### config.mk
export PLATFORM = sky130hd
export DESIGN_NAME = register_file32
export DESIGN_NICKNAME = d
export VERILOG_FILES = /design/src/rtl/regfile_pkg.sv /design/src/rtl/register_file32_reg_en.sv /design/src/rtl/register_file32.sv
export SDC_FILE = /design/constraint.sdc
export NUM_CORES = 2
export LEC_CHECK = 0
export CAP_MARGIN = 20
export CORE_MARGIN = 5
export CORE_UTILIZATION = 55
export DETAILED_ROUTE_END_ITERATION = 8
export GPL_TIMING_DRIVEN = 0
export PLACE_DENSITY = 0.81
export SLEW_MARGIN = 20
export SYNTH_ARGS = -nofsm -noshare
export SYNTH_HDL_FRONTEND = slang
export SYNTH_SLANG_ARGS = --single-unit
### constraint.sdc
create_clock -name clk -period 14.05 [get_ports clk]
set_clock_uncertainty 0.1 [all_clocks]
set_input_delay 2.81 -clock clk [delete_from_list [all_inputs] [get_ports clk]]
set_output_delay 2.81 -clock clk [all_outputs]
set_load 0.005 [all_outputs]
### src/rtl/regfile_pkg.sv
// Shared constants and the one-hot validity helper for the register file
// and its write-select decoder.
package regfile_pkg;

  localparam int WIDTH_DEF = 32;
  localparam int NREGS     = 32;
  localparam int ADDR_W    = 5;

  function automatic logic is_onehot32(input logic [31:0] sel);
    return (sel != 32'd0) && ((sel & (sel - 32'd1)) == 32'd0);
  endfunction

endpackage

### src/rtl/register_file32_reg_en.sv
// WIDTH-bit storage register with asynchronous active-low clear and load enable.
module reg_en #(
  parameter int WIDTH = 32
) (
  input  logic             clk_i,
  input  logic             rst_ni,
  input  logic             en_i,
  input  logic [WIDTH-1:0] d_i,
  output logic [WIDTH-1:0] q_o
);

  logic [WIDTH-1:0] q_q;

  // Load on enable, clear asynchronously.
  always_ff @(posedge clk_i or negedge rst_ni) begin
    if (!rst_ni) begin
      q_q <= {WIDTH{1'b0}};
    end else if (en_i) begin
      q_q <= d_i;
    end else begin
      q_q <= q_q;
    end
  end

  assign q_o = q_q;

endmodule

### src/rtl/register_file32.sv
// 32 x WIDTH register file driven by a one-hot write select, with r0 hardwired
// to zero, write-first bypass on both read ports and a sticky malformed-select flag.
module register_file32
  import regfile_pkg::*;
#(
  parameter int WIDTH = WIDTH_DEF
) (
  input  logic                clk,
  input  logic                rst_n,
  input  logic                RegWrite,
  input  logic [NREGS-1:0]    WriteSel,
  input  logic [WIDTH-1:0]    WriteData,
  input  logic [ADDR_W-1:0]   ReadReg1,
  input  logic [ADDR_W-1:0]   ReadReg2,
  output logic [WIDTH-1:0]    ReadData1,
  output logic [WIDTH-1:0]    ReadData2,
  output logic                sel_err
);

  logic [WIDTH-1:0] regs_s [NREGS];
  logic             sel_valid_s;
  logic             wr_ok_s;
  logic             byp1_s;
  logic             byp2_s;
  logic             sel_err_q;
  logic             sel_err_d;

  assign sel_valid_s = is_onehot32(WriteSel);
  assign wr_ok_s     = RegWrite & sel_valid_s & rst_n;

  assign regs_s[0] = {WIDTH{1'b0}};

  for (genvar k = 1; k < NREGS; k++) begin : g_reg
    reg_en #(.WIDTH(WIDTH)) u_reg (
      .clk_i  (clk),
      .rst_ni (rst_n),
      .en_i   (RegWrite & sel_valid_s & WriteSel[k]),
      .d_i    (WriteData),
      .q_o    (regs_s[k])
    );
  end

  // A pending valid write to a nonzero register wins over stored data.
  assign byp1_s = wr_ok_s & WriteSel[ReadReg1] & (ReadReg1 != {ADDR_W{1'b0}});
  assign byp2_s = wr_ok_s & WriteSel[ReadReg2] & (ReadReg2 != {ADDR_W{1'b0}});

  // Read port 1 mux.
  always_comb begin
    ReadData1 = {WIDTH{1'b0}};
    if (!rst_n) begin
      ReadData1 = {WIDTH{1'b0}};
    end else if (byp1_s) begin
      ReadData1 = WriteData;
    end else begin
      ReadData1 = regs_s[ReadReg1];
    end
  end

  // Read port 2 mux.
  always_comb begin
    ReadData2 = {WIDTH{1'b0}};
    if (!rst_n) begin
      ReadData2 = {WIDTH{1'b0}};
    end else if (byp2_s) begin
      ReadData2 = WriteData;
    end else begin
      ReadData2 = regs_s[ReadReg2];
    end
  end

  // Sticky error next state: set on any requested write with a malformed select.
  always_comb begin
    sel_err_d = sel_err_q;
    if (RegWrite && !sel_valid_s) begin
      sel_err_d = 1'b1;
    end else begin
      sel_err_d = sel_err_q;
    end
  end

  // Error flag register.
  always_ff @(posedge clk or negedge rst_n) begin
    if (!rst_n) begin
      sel_err_q <= 1'b0;
    end else begin
      sel_err_q <= sel_err_d;
    end
  end

  assign sel_err = sel_err_q;

endmodule

==> report_table.html <==
<table>
<tr><th>Metric</th><th>Value</th></tr>
<tr><th colspan="2">Setup path</th></tr>
<tr><td>Worst EP required</td><td>roughly 11 ns</td></tr>
<tr><td>Critical path capture point type</td><td>output port</td></tr>
<tr><td>Highest net fanout along the worst path</td><td>10</td></tr>
<tr><td>Critical setup path kind</td><td>input pin to output port</td></tr>
<tr><td>Arrival time worst endpoint</td><td>9.72 ns</td></tr>
<tr><td>Kind of start point of the critical path</td><td>input pin</td></tr>
<tr><th colspan="2">Drt</th></tr>
<tr><td>Starting DRT DRC Count</td><td>4727</td></tr>
<tr><td>Number of vias in the routed layout</td><td>36.7k</td></tr>
<tr><td>Drt pass-1 iters</td><td>6</td></tr>
<tr><td>Number of antenna-violating nets in the routed design</td><td>0</td></tr>
<tr><td>Total DRC errors in the routed layout</td><td>0</td></tr>
<tr><td>DR WL/cell</td><td>34.0 µm</td></tr>
<tr><td>Final wirelength</td><td>~170000 µm</td></tr>
<tr><td>Routed vias/inst</td><td>slightly above 7</td></tr>
<tr><th colspan="2">Layout</th></tr>
<tr><td>Share of the core filled with cells in the final layout</td><td>0.625</td></tr>
<tr><td>Seq. cell area</td><td>24800 µm²</td></tr>
<tr><td>Filler cell count in the final layout</td><td>6983</td></tr>
<tr><td>Area added between synthesis and finish</td><td>13.0%</td></tr>
<tr><td>Fraction of layout cells with a size suffix above 1</td><td>0.469</td></tr>
<tr><td>Layout Nets</td><td>3821</td></tr>
<tr><td>Footprint of the multi-input gates</td><td>about 28000 µm²</td></tr>
<tr><td>Final cell count without fillers</td><td>just over 5k</td></tr>
<tr><th colspan="2">STA</th></tr>
<tr><td>Worst relative slew slack</td><td>0.138</td></tr>
<tr><td>Max-slew violation count</td><td>0</td></tr>
<tr><td>Timing-limited maximum frequency</td><td>79.2 MHz</td></tr>
<tr><td>Post-Route Setup TNS</td><td>0 ns</td></tr>
<tr><td>Hold Violations, Final</td><td>0</td></tr>
<tr><td>Portion of the clock cycle consumed by the worst path in the final layout</td><td>0.899</td></tr>
<tr><td>Setup violation total in the final timing report</td><td>0</td></tr>
<tr><td>Hold Slack</td><td>0.355 ns</td></tr>
<tr><td>Tightest Pin Transition</td><td>between 1 and 1.5 ns</td></tr>
<tr><td>Unrepaired setup endpoints after global routing</td><td>no</td></tr>
<tr><td>Final min period</td><td>12.63 ns</td></tr>
<tr><th colspan="2">Global routing</th></tr>
<tr><td>Largest net degree at the start of global routing</td><td>146</td></tr>
<tr><td>GRT met3 Usage</td><td>0.132</td></tr>
<tr><td>Layer with the highest usage after global routing</td><td>met2</td></tr>
<tr><td>Initial antenna violation count</td><td>15</td></tr>
<tr><td>Global routing usage summed across all routing layers</td><td>0.329</td></tr>
<tr><td>Global-route wire length before repair</td><td>257000 µm</td></tr>
<tr><td>Final global-route overflow total</td><td>0</td></tr>
<tr><td>Met1 track demand over resource</td><td>0.412</td></tr>
<tr><td>Global routing usage on met2</td><td>0.493</td></tr>
<tr><td>Via count of the first global-routing pass</td><td>38.4k</td></tr>
<tr><th colspan="2">Power</th></tr>
<tr><td>Pleak</td><td>between 20 and 30 nW</td></tr>
<tr><td>Maximum vdd ir drop</td><td>about 0.097 mV</td></tr>
<tr><td>Pwr/cell area</td><td>103 nW/µm²</td></tr>
<tr><th colspan="2">Die</th></tr>
<tr><td>Die area</td><td>between 100000 and 150000 µm²</td></tr>
<tr><td>Rows</td><td>115</td></tr>
<tr><td>Floorplan die width</td><td>325 µm</td></tr>
<tr><td>Floorplan core area</td><td>approximately 100000 µm²</td></tr>
<tr><td>IO Count</td><td>roughly 140</td></tr>
<tr><td>Initial core utilization</td><td>0.554</td></tr>
<tr><td>Vertical die dimension</td><td>325 µm</td></tr>
<tr><th colspan="2">Clock network</th></tr>
<tr><td>Number of clock buffers inserted by TritonCTS</td><td>roughly 110</td></tr>
<tr><td>Number of buffers inserted to repair setup after CTS</td><td>0</td></tr>
<tr><td>Root Buffer Master</td><td>clkbuf_16</td></tr>
<tr><td>Clk_lat worst skew</td><td>0.69 ns</td></tr>
<tr><td>Post-CTS Hold Buffers</td><td>0</td></tr>
<tr><td>TritonCTS clock tree</td><td>done</td></tr>
<tr><td>Sinks on the clock net</td><td>about 990</td></tr>
<tr><td>H-tree level count</td><td>3</td></tr>
<tr><td>Post-cts gate resize count</td><td>0</td></tr>
<tr><td>Buffer depth of the longest clock path</td><td>3</td></tr>
<tr><td>CTS clk-pin slew, worst paths</td><td>0.06 ns</td></tr>
<tr><th colspan="2">Place</th></tr>
<tr><td>Placed wire-length estimate after detailed placement</td><td>120000 µm</td></tr>
<tr><td>Final Wtd Congestion</td><td>between 0.9 and 1</td></tr>
<tr><td>Count of input and output buffers</td><td>approximately 140</td></tr>
<tr><td>Dpl cells</td><td>roughly 4.9k</td></tr>
<tr><th colspan="2">Logic synthesis</th></tr>
<tr><td>Area of the mapped netlist</td><td>54500 µm²</td></tr>
<tr><td>Post-synthesis instance total</td><td>~3.5k</td></tr>
<tr><td>Top post-synthesis cells by count</td><td>993 x dfrtp_1, 966 x mux2_2, 584 x mux4_2</td></tr>
<tr><td>Net Count, Synth</td><td>3566</td></tr>
<tr><td>Yosys synthesis warning count</td><td>0</td></tr>
<tr><td>Leading cell types by total area after synthesis</td><td>dfrtp_1 46%, mux4_2 24%, mux2_2 20%</td></tr>
<tr><td>Number of flops mapped to enable cells by yosys</td><td>0</td></tr>
<tr><td>Number of register bits inferred by synthesis</td><td>993</td></tr>
<tr><td>Most used flip-flop cell after synthesis</td><td>dfrtp_1</td></tr>
<tr><td>Post-synthesis cell type with the largest combined area</td><td>dfrtp_1</td></tr>
<tr><td>Register area share after synthesis</td><td>0.456</td></tr>
<tr><td>Most frequent cell after synthesis</td><td>dfrtp_1</td></tr>
<tr><td>Yosys top cell area share</td><td>0.456</td></tr>
<tr><td>FFs w/ async S/R, synth</td><td>1.00</td></tr>
<tr><td>Count of distinct cell types in the synthesized netlist</td><td>46</td></tr>
<tr><td>Average footprint of a synthesized cell</td><td>~16 µm²</td></tr>
<tr><th colspan="2">Worst hold path</th></tr>
<tr><td>Classification of the worst-slack hold path</td><td>flip-flop to flip-flop</td></tr>
<tr><th colspan="2">Run</th></tr>
<tr><td>Total of max-cap violations</td><td>0</td></tr>
<tr><th colspan="2">Run status</th></tr>
<tr><td>Outcome</td><td>complete, no violations</td></tr>
</table>
## final timing paths
check | startpoint | end | slack (ns) | cells past startpoint
worst max register to register | g_reg[21].u_reg.q_o[14] | g_reg[21].u_reg.q_o[14] | 13.07 | 1
max in group asynchronous | rst_n | g_reg[2].u_reg.q_o[15] | 9.70 | 4
worst min register to register | sel_err | sel_err | 0.36 | 1
worst min-delay path | sel_err | sel_err | 0.36 | 1
worst max-delay path | ReadReg2[0] | ReadData2[6] | 1.42 | 13
min in group asynchronous | rst_n | sel_err | 1.96 | 1
## kinds of logic (layout without fill, tap and decap cells)
logic type / after synthesis / count (layout) / share of synthesized area
AO/OA/AOI/OAI: 173 / 173 / 0.0229
other: 0 / 18 / 0
AND/OR/NAND/NOR: 184 / 184 / 0.0183
buffers and inverters: 418 / 759 / 0.0289
flip-flops: 993 / 993 / 0.456
adder cells (fa/ha/maj): 2 / 2 / 0.000367
multiplexers: 1719 / 1719 / 0.473
## per-stage QoR
stage,worst slack (ns),instance area [µm²],power (W)
6_report,1.42,61600,0.00634
5_1_grt,1.41,61500,0.00648
4_1_cts,1.84,61400,0.00633
3_5_place_dp,1.78,57800,0.00338
3_3_place_gp,-34.49,57500,0.00338
2_1_floorplan,4.94,54500,0.00313
## area by class of cell
cell class | count | share of cell area
multi-input combinational | 2078 | 0.456
sequential | 993 | 0.404
clock buffer | 154 | 0.0508
timing repair buffer | 148 | 0.0267
tap | 1287 | 0.0262
buffer | 382 | 0.0244
clock inverter | 39 | 0.00925
inverter | 36 | 0.00220
antenna | 18 | 0.000732
## report_power, final
part | switching (W) | total [W] | internal, W
Combinational | 0.000337 | 0.000479 | 0.000142
Sequential | 0.0000000000327 | 0.00286 | 0.00286
Clock | 0.00122 | 0.00300 | 0.00178
## layer usage
metal / vias to the layer above / part of all wire
li1: 14200 / -
met1: 19200 / 0.35
met2: 2602 / 0.46
met3: 685 / 0.13
met4: 16 / 0.066
met5: - / 0.00061
## critical path, cell delays in order
cell and delay [ns]:
clkdlybuf4s50_1 0.48, clkbuf_1 0.69, clkbuf_1 0.85, buf_1 0.78, clkbuf_1 0.93, nand3_1 0.15, o2111ai_1 0.16, o21ai_0 0.11
o211a_1 0.25, nand3_1 0.56, buf_1 0.89, mux2i_1 0.42, clkdlybuf4s50_1 0.57
## sequential cells by signal, summed over array words and instances, names as in the netlist
register     cells
sel_err          1
g.u_reg.q_o    992
## cell usage in the layout (no fill, tap or decap), types with 25 or more instances in the layout
cell | Yosys | final
dfrtp_1 | 993 | 993
mux2_2 | 966 | 966
mux4_2 | 584 | 584
clkbuf_1 | 260 | 261
clkdlybuf4s50_1 | 0 | 134
mux2i_1 | 107 | 107
clkbuf_16 | 0 | 107
buf_1 | 119 | 86
nand2b_1 | 64 | 64
o211ai_1 | 64 | 64
mux2_1 | 62 | 62
nand2_1 | 40 | 40
o21ai_0 | 40 | 40
nand3_1 | 36 | 36
inv_1 | 35 | 35
a22o_1 | 31 | 31
clkbuf_2 | 0 | 30
clkbuf_8 | 0 | 27
buf_2 | 3 | 25
(Power assumes the default switching activity.)
